--- src/rtl/uart_cmd_rx.sv ---
// UART 8N1 receiver feeding a two-byte command parser ('D' decimation, 'R' run enable).
// All state is synchronously reset; iRx is treated as asynchronous and synchronised first.
module uart_cmd_rx #(
    parameter int pClksPerBit = 868,
    parameter int pCmdTimeout = 1000000
) (
    input  logic       iClk,
    input  logic       iRst,
    input  logic       iRx,
    output logic [7:0] oRxByte,
    output logic       oRxValid,
    output logic       oFrameErr,
    output logic [7:0] oDecim,
    output logic       oRunEn,
    output logic       oCmdValid,
    output logic       oCmdErr
);

    localparam int TW = (pClksPerBit > 1) ? $clog2(pClksPerBit) : 1;
    localparam int CW = $clog2(pCmdTimeout + 1);
    localparam logic [TW-1:0] HALF_BIT = TW'((pClksPerBit - 1) / 2);
    localparam logic [TW-1:0] LAST_BIT = TW'(pClksPerBit - 1);
    localparam logic [CW-1:0] CMD_LIMIT = CW'(pCmdTimeout);
    localparam logic [7:0] OP_DECIM = 8'h44;
    localparam logic [7:0] OP_RUN = 8'h52;

    typedef enum logic [2:0] {
        RX_IDLE,
        RX_START,
        RX_DATA,
        RX_STOP,
        RX_BREAK
    } rx_state_e;

    typedef enum logic {
        P_OP,
        P_ARG
    } p_state_e;

    logic [1:0]    sync_q, sync_d;
    rx_state_e     rx_state_q, rx_state_d;
    logic [TW-1:0] timer_q, timer_d;
    logic [2:0]    bit_cnt_q, bit_cnt_d;
    logic [7:0]    shift_q, shift_d;
    logic [7:0]    rx_byte_q, rx_byte_d;
    logic          rx_valid_q, rx_valid_d;
    logic          frame_err_q, frame_err_d;

    p_state_e      p_state_q, p_state_d;
    logic          op_run_q, op_run_d;
    logic [CW-1:0] tmo_q, tmo_d;
    logic [7:0]    decim_q, decim_d;
    logic          run_en_q, run_en_d;
    logic          cmd_valid_q, cmd_valid_d;
    logic          cmd_err_q, cmd_err_d;

    logic rx_sync;
    logic rx_tick;
    logic tmo_expired;
    logic is_opcode;

    assign rx_sync = sync_q[1];
    // The start bit is sampled at mid-bit; every later sample is a full bit period on.
    assign rx_tick = (rx_state_q == RX_START) ? (timer_q == HALF_BIT) : (timer_q == LAST_BIT);
    assign tmo_expired = (tmo_q == CMD_LIMIT - CW'(1));
    assign is_opcode = (rx_byte_q == OP_DECIM) || (rx_byte_q == OP_RUN);

    always_ff @(posedge iClk) begin
        if (iRst) begin
            sync_q      <= 2'b11;
            rx_state_q  <= RX_IDLE;
            timer_q     <= '0;
            bit_cnt_q   <= '0;
            shift_q     <= '0;
            rx_byte_q   <= '0;
            rx_valid_q  <= 1'b0;
            frame_err_q <= 1'b0;
            p_state_q   <= P_OP;
            op_run_q    <= 1'b0;
            tmo_q       <= '0;
            decim_q     <= 8'h01;
            run_en_q    <= 1'b0;
            cmd_valid_q <= 1'b0;
            cmd_err_q   <= 1'b0;
        end else begin
            sync_q      <= sync_d;
            rx_state_q  <= rx_state_d;
            timer_q     <= timer_d;
            bit_cnt_q   <= bit_cnt_d;
            shift_q     <= shift_d;
            rx_byte_q   <= rx_byte_d;
            rx_valid_q  <= rx_valid_d;
            frame_err_q <= frame_err_d;
            p_state_q   <= p_state_d;
            op_run_q    <= op_run_d;
            tmo_q       <= tmo_d;
            decim_q     <= decim_d;
            run_en_q    <= run_en_d;
            cmd_valid_q <= cmd_valid_d;
            cmd_err_q   <= cmd_err_d;
        end
    end

    always_comb begin
        rx_state_d = rx_state_q;
        case (rx_state_q)
            RX_IDLE:  if (!rx_sync) rx_state_d = RX_START;
            RX_START: if (rx_tick) rx_state_d = rx_sync ? RX_IDLE : RX_DATA;
            RX_DATA:  if (rx_tick && bit_cnt_q == 3'd7) rx_state_d = RX_STOP;
            RX_STOP:  if (rx_tick) rx_state_d = rx_sync ? RX_IDLE : RX_BREAK;
            RX_BREAK: if (rx_sync) rx_state_d = RX_IDLE;
            default:  rx_state_d = RX_IDLE;
        endcase
    end

    always_comb begin
        sync_d      = {sync_q[0], iRx};
        timer_d     = rx_tick ? '0 : timer_q + TW'(1);
        bit_cnt_d   = bit_cnt_q;
        shift_d     = shift_q;
        rx_byte_d   = rx_byte_q;
        rx_valid_d  = 1'b0;
        frame_err_d = 1'b0;
        case (rx_state_q)
            RX_START: if (rx_tick) bit_cnt_d = '0;
            RX_DATA: begin
                if (rx_tick) begin
                    shift_d   = {rx_sync, shift_q[7:1]};
                    bit_cnt_d = bit_cnt_q + 3'd1;
                end
            end
            RX_STOP: begin
                if (rx_tick) begin
                    if (rx_sync) begin
                        rx_byte_d  = shift_q;
                        rx_valid_d = 1'b1;
                    end else begin
                        frame_err_d = 1'b1;
                    end
                end
            end
            default: timer_d = '0;
        endcase
    end

    always_comb begin
        p_state_d = p_state_q;
        case (p_state_q)
            P_OP:    if (rx_valid_q && is_opcode) p_state_d = P_ARG;
            P_ARG:   if (rx_valid_q || frame_err_q || tmo_expired) p_state_d = P_OP;
            default: p_state_d = P_OP;
        endcase
    end

    // A byte arriving in the same cycle as timeout expiry takes priority over the abort.
    always_comb begin
        op_run_d    = op_run_q;
        tmo_d       = (tmo_q == CMD_LIMIT) ? tmo_q : tmo_q + CW'(1);
        decim_d     = decim_q;
        run_en_d    = run_en_q;
        cmd_valid_d = 1'b0;
        cmd_err_d   = 1'b0;
        case (p_state_q)
            P_OP: begin
                if (rx_valid_q) begin
                    if (is_opcode) begin
                        op_run_d = (rx_byte_q == OP_RUN);
                        tmo_d    = '0;
                    end else begin
                        cmd_err_d = 1'b1;
                    end
                end
            end
            P_ARG: begin
                if (rx_valid_q) begin
                    if (op_run_q) begin
                        run_en_d    = rx_byte_q[0];
                        cmd_valid_d = 1'b1;
                    end else if (rx_byte_q == 8'h00) begin
                        cmd_err_d = 1'b1;
                    end else begin
                        decim_d     = rx_byte_q;
                        cmd_valid_d = 1'b1;
                    end
                end else if (frame_err_q || tmo_expired) begin
                    cmd_err_d = 1'b1;
                end
            end
            default: ;
        endcase
    end

    assign oRxByte   = rx_byte_q;
    assign oRxValid  = rx_valid_q;
    assign oFrameErr = frame_err_q;
    assign oDecim    = decim_q;
    assign oRunEn    = run_en_q;
    assign oCmdValid = cmd_valid_q;
    assign oCmdErr   = cmd_err_q;

endmodule
--- config.mk ---
export PLATFORM = sky130hd
export DESIGN_NAME = uart_cmd_rx
export DESIGN_NICKNAME = d
export VERILOG_FILES = /design/src/rtl/uart_cmd_rx.sv
export SDC_FILE = /design/constraint.sdc
export NUM_CORES = 1
export LEC_CHECK = 0
export CORE_AREA = 2 2 75 77
export CTS_BUF_LIST = sky130_fd_sc_hd__clkbuf_8
export DETAILED_ROUTE_END_ITERATION = 8
export DIE_AREA = 0 0 77 79
export PLACE_DENSITY = 0.84
export SLEW_MARGIN = 20
export SYNTH_ARGS = -nofsm -noshare
export SYNTH_HDL_FRONTEND = slang
export SYNTH_SLANG_ARGS = --single-unit
--- constraint.sdc ---
create_clock -name iClk -period 2.28 [get_ports iClk]
set_input_delay 0.57 -clock iClk [delete_from_list [all_inputs] [get_ports iClk]]
set_output_delay 0.57 -clock iClk [all_outputs]
set_load 0.05 [all_outputs]
==> impl_metrics.tcl <==
set metrics [dict create \
    outcome "finished clean" \
    cts_buffer_depth 2 \
    wl_microns 6520 \
    insertion_delay_ns 0.35 \
    ys.flop_type "dfxtp_1" \
    grt_pass1_vias 2516 \
    hold_ws_ns 0.442 \
    powerDensity_nw_per_um2 643 \
    place.port_buffers 23 \
    grt_pass1_wl_microns 11400 \
    clkTransAtPathRegs_ns 0.07 \
    yosysSeqAreaShare_pct 44.8 \
    hpwl_microns 4440 \
    worstSetupStartpointType "flop" \
    drt_iter0_markers 167 \
    tightest_slew_ns 0.744 \
    synth_top_area_share_pct 44.8 \
    max-slew-margin-rel_pct 50.2 \
    die_h_microns 79 \
    synth.most_common_cell "dfxtp_1" \
    area_delta_synth_final_pct 17.5 \
    clock-sinks 69 \
    multi_input_area_sq_um 1610 \
    start_util_pct 57.8 \
    synthArstFlopShare_pct 0 \
    netlist_area_sq_um 3080 \
    via_per_inst 5.69 \
    cap_violations 0 \
    fin_skew_ns 0.00775 \
    dieWidth_microns 77 \
    period_minus_slack_ns 2.22 \
    fin_nets 382 \
    ff_latch_area_sq_um 1380 \
    synth_common_cells "dfxtp_1 (69), nor2_1 (36), nand3_1 (28), a21oi_1 (22), nand2b_1 (19)" \
    synth_fp_nets 354 \
    ant_nets 0 \
    yosys_warnings 0 \
    clockRootBuffer "clkbuf_8" \
    fin_crit_sh_pct 97.4 \
    cts_resized 0 \
    cp_cell_sequence "clkdlybuf4s50_1" \
    cts_buffers 9 \
    crit_family "buffers and inverters" \
    fillers 439 \
    critical_path_arrival_ns 1.65 \
    io_pins 24 \
    crit_required_ns 1.71 \
    synth_area_leaders "dfxtp_1 (45%), mux2i_1 (5.8%), nand3_1 (4.5%)" \
    grt_max_degree 27 \
    hold_viol 0 \
    synth_top_cell_by_area "dfxtp_1" \
    cp_max_fo 7 \
    post_cts_buffers 0 \
    yosysUniqueCellTypes 45 \
    ff2ff_setup_slack_ns 0.39 \
    overflow 0 \
    routedWlPerCell_microns 14.5 \
    setup_viol 0 \
    synth_area_per_cell_sq_um 8.91 \
    setup_tns_ns 0 \
    gp_congestion 0.812 \
    crit_type "flop to primary output" \
    rows 27 \
    slowest_stage "clkdlybuf4s50_1" \
    netlist_instances 346 \
    fmax_mhz 450 \
    core_area_sq_um 5340 \
    layout-drive-gt1-share_pct 8.71 \
    via_count 2564 \
    ys_ff_latch 69 \
    crit_path_max_incr_delay_ns 0.85 \
    antenna_found_initial 0 \
    rsz0062_at_grt "false" \
    cts_tree "yes" \
    synth_edf_count 0 \
    cp.buffers_inverters 1 \
    crit_path_end_kind "primary output" \
    ir_drop_v 0.000410 \
    p_leak_nw 1.15 \
    hp-class "flop to flop" \
    drc 0 \
    die_area_sq_um 6080 \
    report.final.slew_viol_count 0 \
    h-tree-depth 3 \
    n_antenna_cell 0 \
    postCtsHoldBufs 0 \
    drt_first_pass_iters 4 \
    track_usage_pct 23.7 \
]
-- worst paths after layout --
check / start / endpoint / cells past startpoint
worst min register to register: sync_q[0]$_SDFF_PP1_ / sync_q[1]$_SDFF_PP1_ / 1
worst max register to register: tmo_q[0]$_SDFF_PP0_ / tmo_q[18]$_SDFF_PP0_ / 5
worst min-delay path: sync_q[0]$_SDFF_PP1_ / sync_q[1]$_SDFF_PP1_ / 1
worst max-delay path: oRxByte[4]$_SDFFE_PP0P_ / oRxByte[4] / 1
-- cell usage in the layout (no fill, tap or decap), types with 3 or more instances in the layout --
cell,Yosys,routed
nor2b_1,4,4
nor4_1,10,10
nor3_1,9,9
ha_1,5,5
nor2_1,36,36
inv_1,9,10
o21ai_0,14,14
nand4_1,4,4
a21oi_1,22,22
and4_1,3,3
xnor2_1,12,12
nand3_1,28,28
clkbuf_8,0,12
or3_1,6,6
xor2_1,7,7
buf_4,0,9
dfxtp_1,69,69
clkdlybuf4s50_1,0,23
o211ai_1,3,3
nor3b_1,6,6
or2_2,4,4
nand2_1,15,15
nand2b_1,19,19
mux2i_1,18,18
-- power by group --
group / switching (W) / internal [W]
Sequential: 0.00000873 / 0.00121
Clock: 0.000452 / 0.000589
Combinational: 0.0000397 / 0.0000262
-- kinds of logic (layout without fill, tap and decap cells) --
logic type | after synthesis | after routing | share of synthesized area (%)
DFF | 69 | 69 | 44.8
adders and majority gates | 5 | 5 | 2.03
AOI/OAI and AO/OA | 53 | 53 | 10.6
buffers and inverters | 24 | 57 | 3.08
muxes | 18 | 18 | 5.84
xor gates and xnor gates | 19 | 19 | 5.40
and+or+nand+nor | 158 | 158 | 28.2
-- layout make-up --
| cell class | instances | area share [%] |
|---|---|---|
| multi-input cells | 253 | 44.4 |
| well taps | 72 | 2.49 |
| flip-flops and latches | 69 | 38.1 |
| repair buffers | 32 | 8.22 |
| clock buffers | 12 | 4.56 |
| inverters | 9 | 0.933 |
| clock inverters | 4 | 1.28 |
-- sequential cells by signal, indices dropped and copies added, names as in the netlist --
| signal | flops |
|---|---|
| tmo_q | 20 |
| oRxValid | 1 |
| oCmdValid | 1 |
| oRunEn | 1 |
| oRxByte | 8 |
| oCmdErr | 1 |
| oDecim | 8 |
| shift_q | 8 |
| oFrameErr | 1 |
| bit_cnt_q | 3 |
| p_state_q | 1 |
| timer_q | 10 |
| rx_state_q | 3 |
| sync_q | 2 |
| op_run_q | 1 |
-- per-layer routing --
layer  track usage, %  wire length, microns  vias to the layer above
met1             27.9                  2890                     1208
li1                 -                     -                     1293
met2             40.2                  3260                       55
met5                0                     0                        -
met4             11.4                   103                        0
met3             6.48                   261                        8
-- through the flow --
stage / utilization [%] / area [sq um] / setup WS [ns] / std cells / power, W
3_3_place_gp: 63.9 / 3410 / 0.428 / 435 / 0.00131
5_1_grt: 67.8 / 3620 / 0.00481 / 451 / 0.00240
6_report: 67.8 / 3620 / 0.0598 / 451 / 0.00233
3_5_place_dp: 63.9 / 3410 / 0.386 / 435 / 0.00131
4_1_cts: 67.8 / 3620 / 0.0419 / 451 / 0.00234
2_1_floorplan: - / 3080 / 0.298 / 346 / 0.00129
Note: power is estimated with default switching activity, not from simulation.
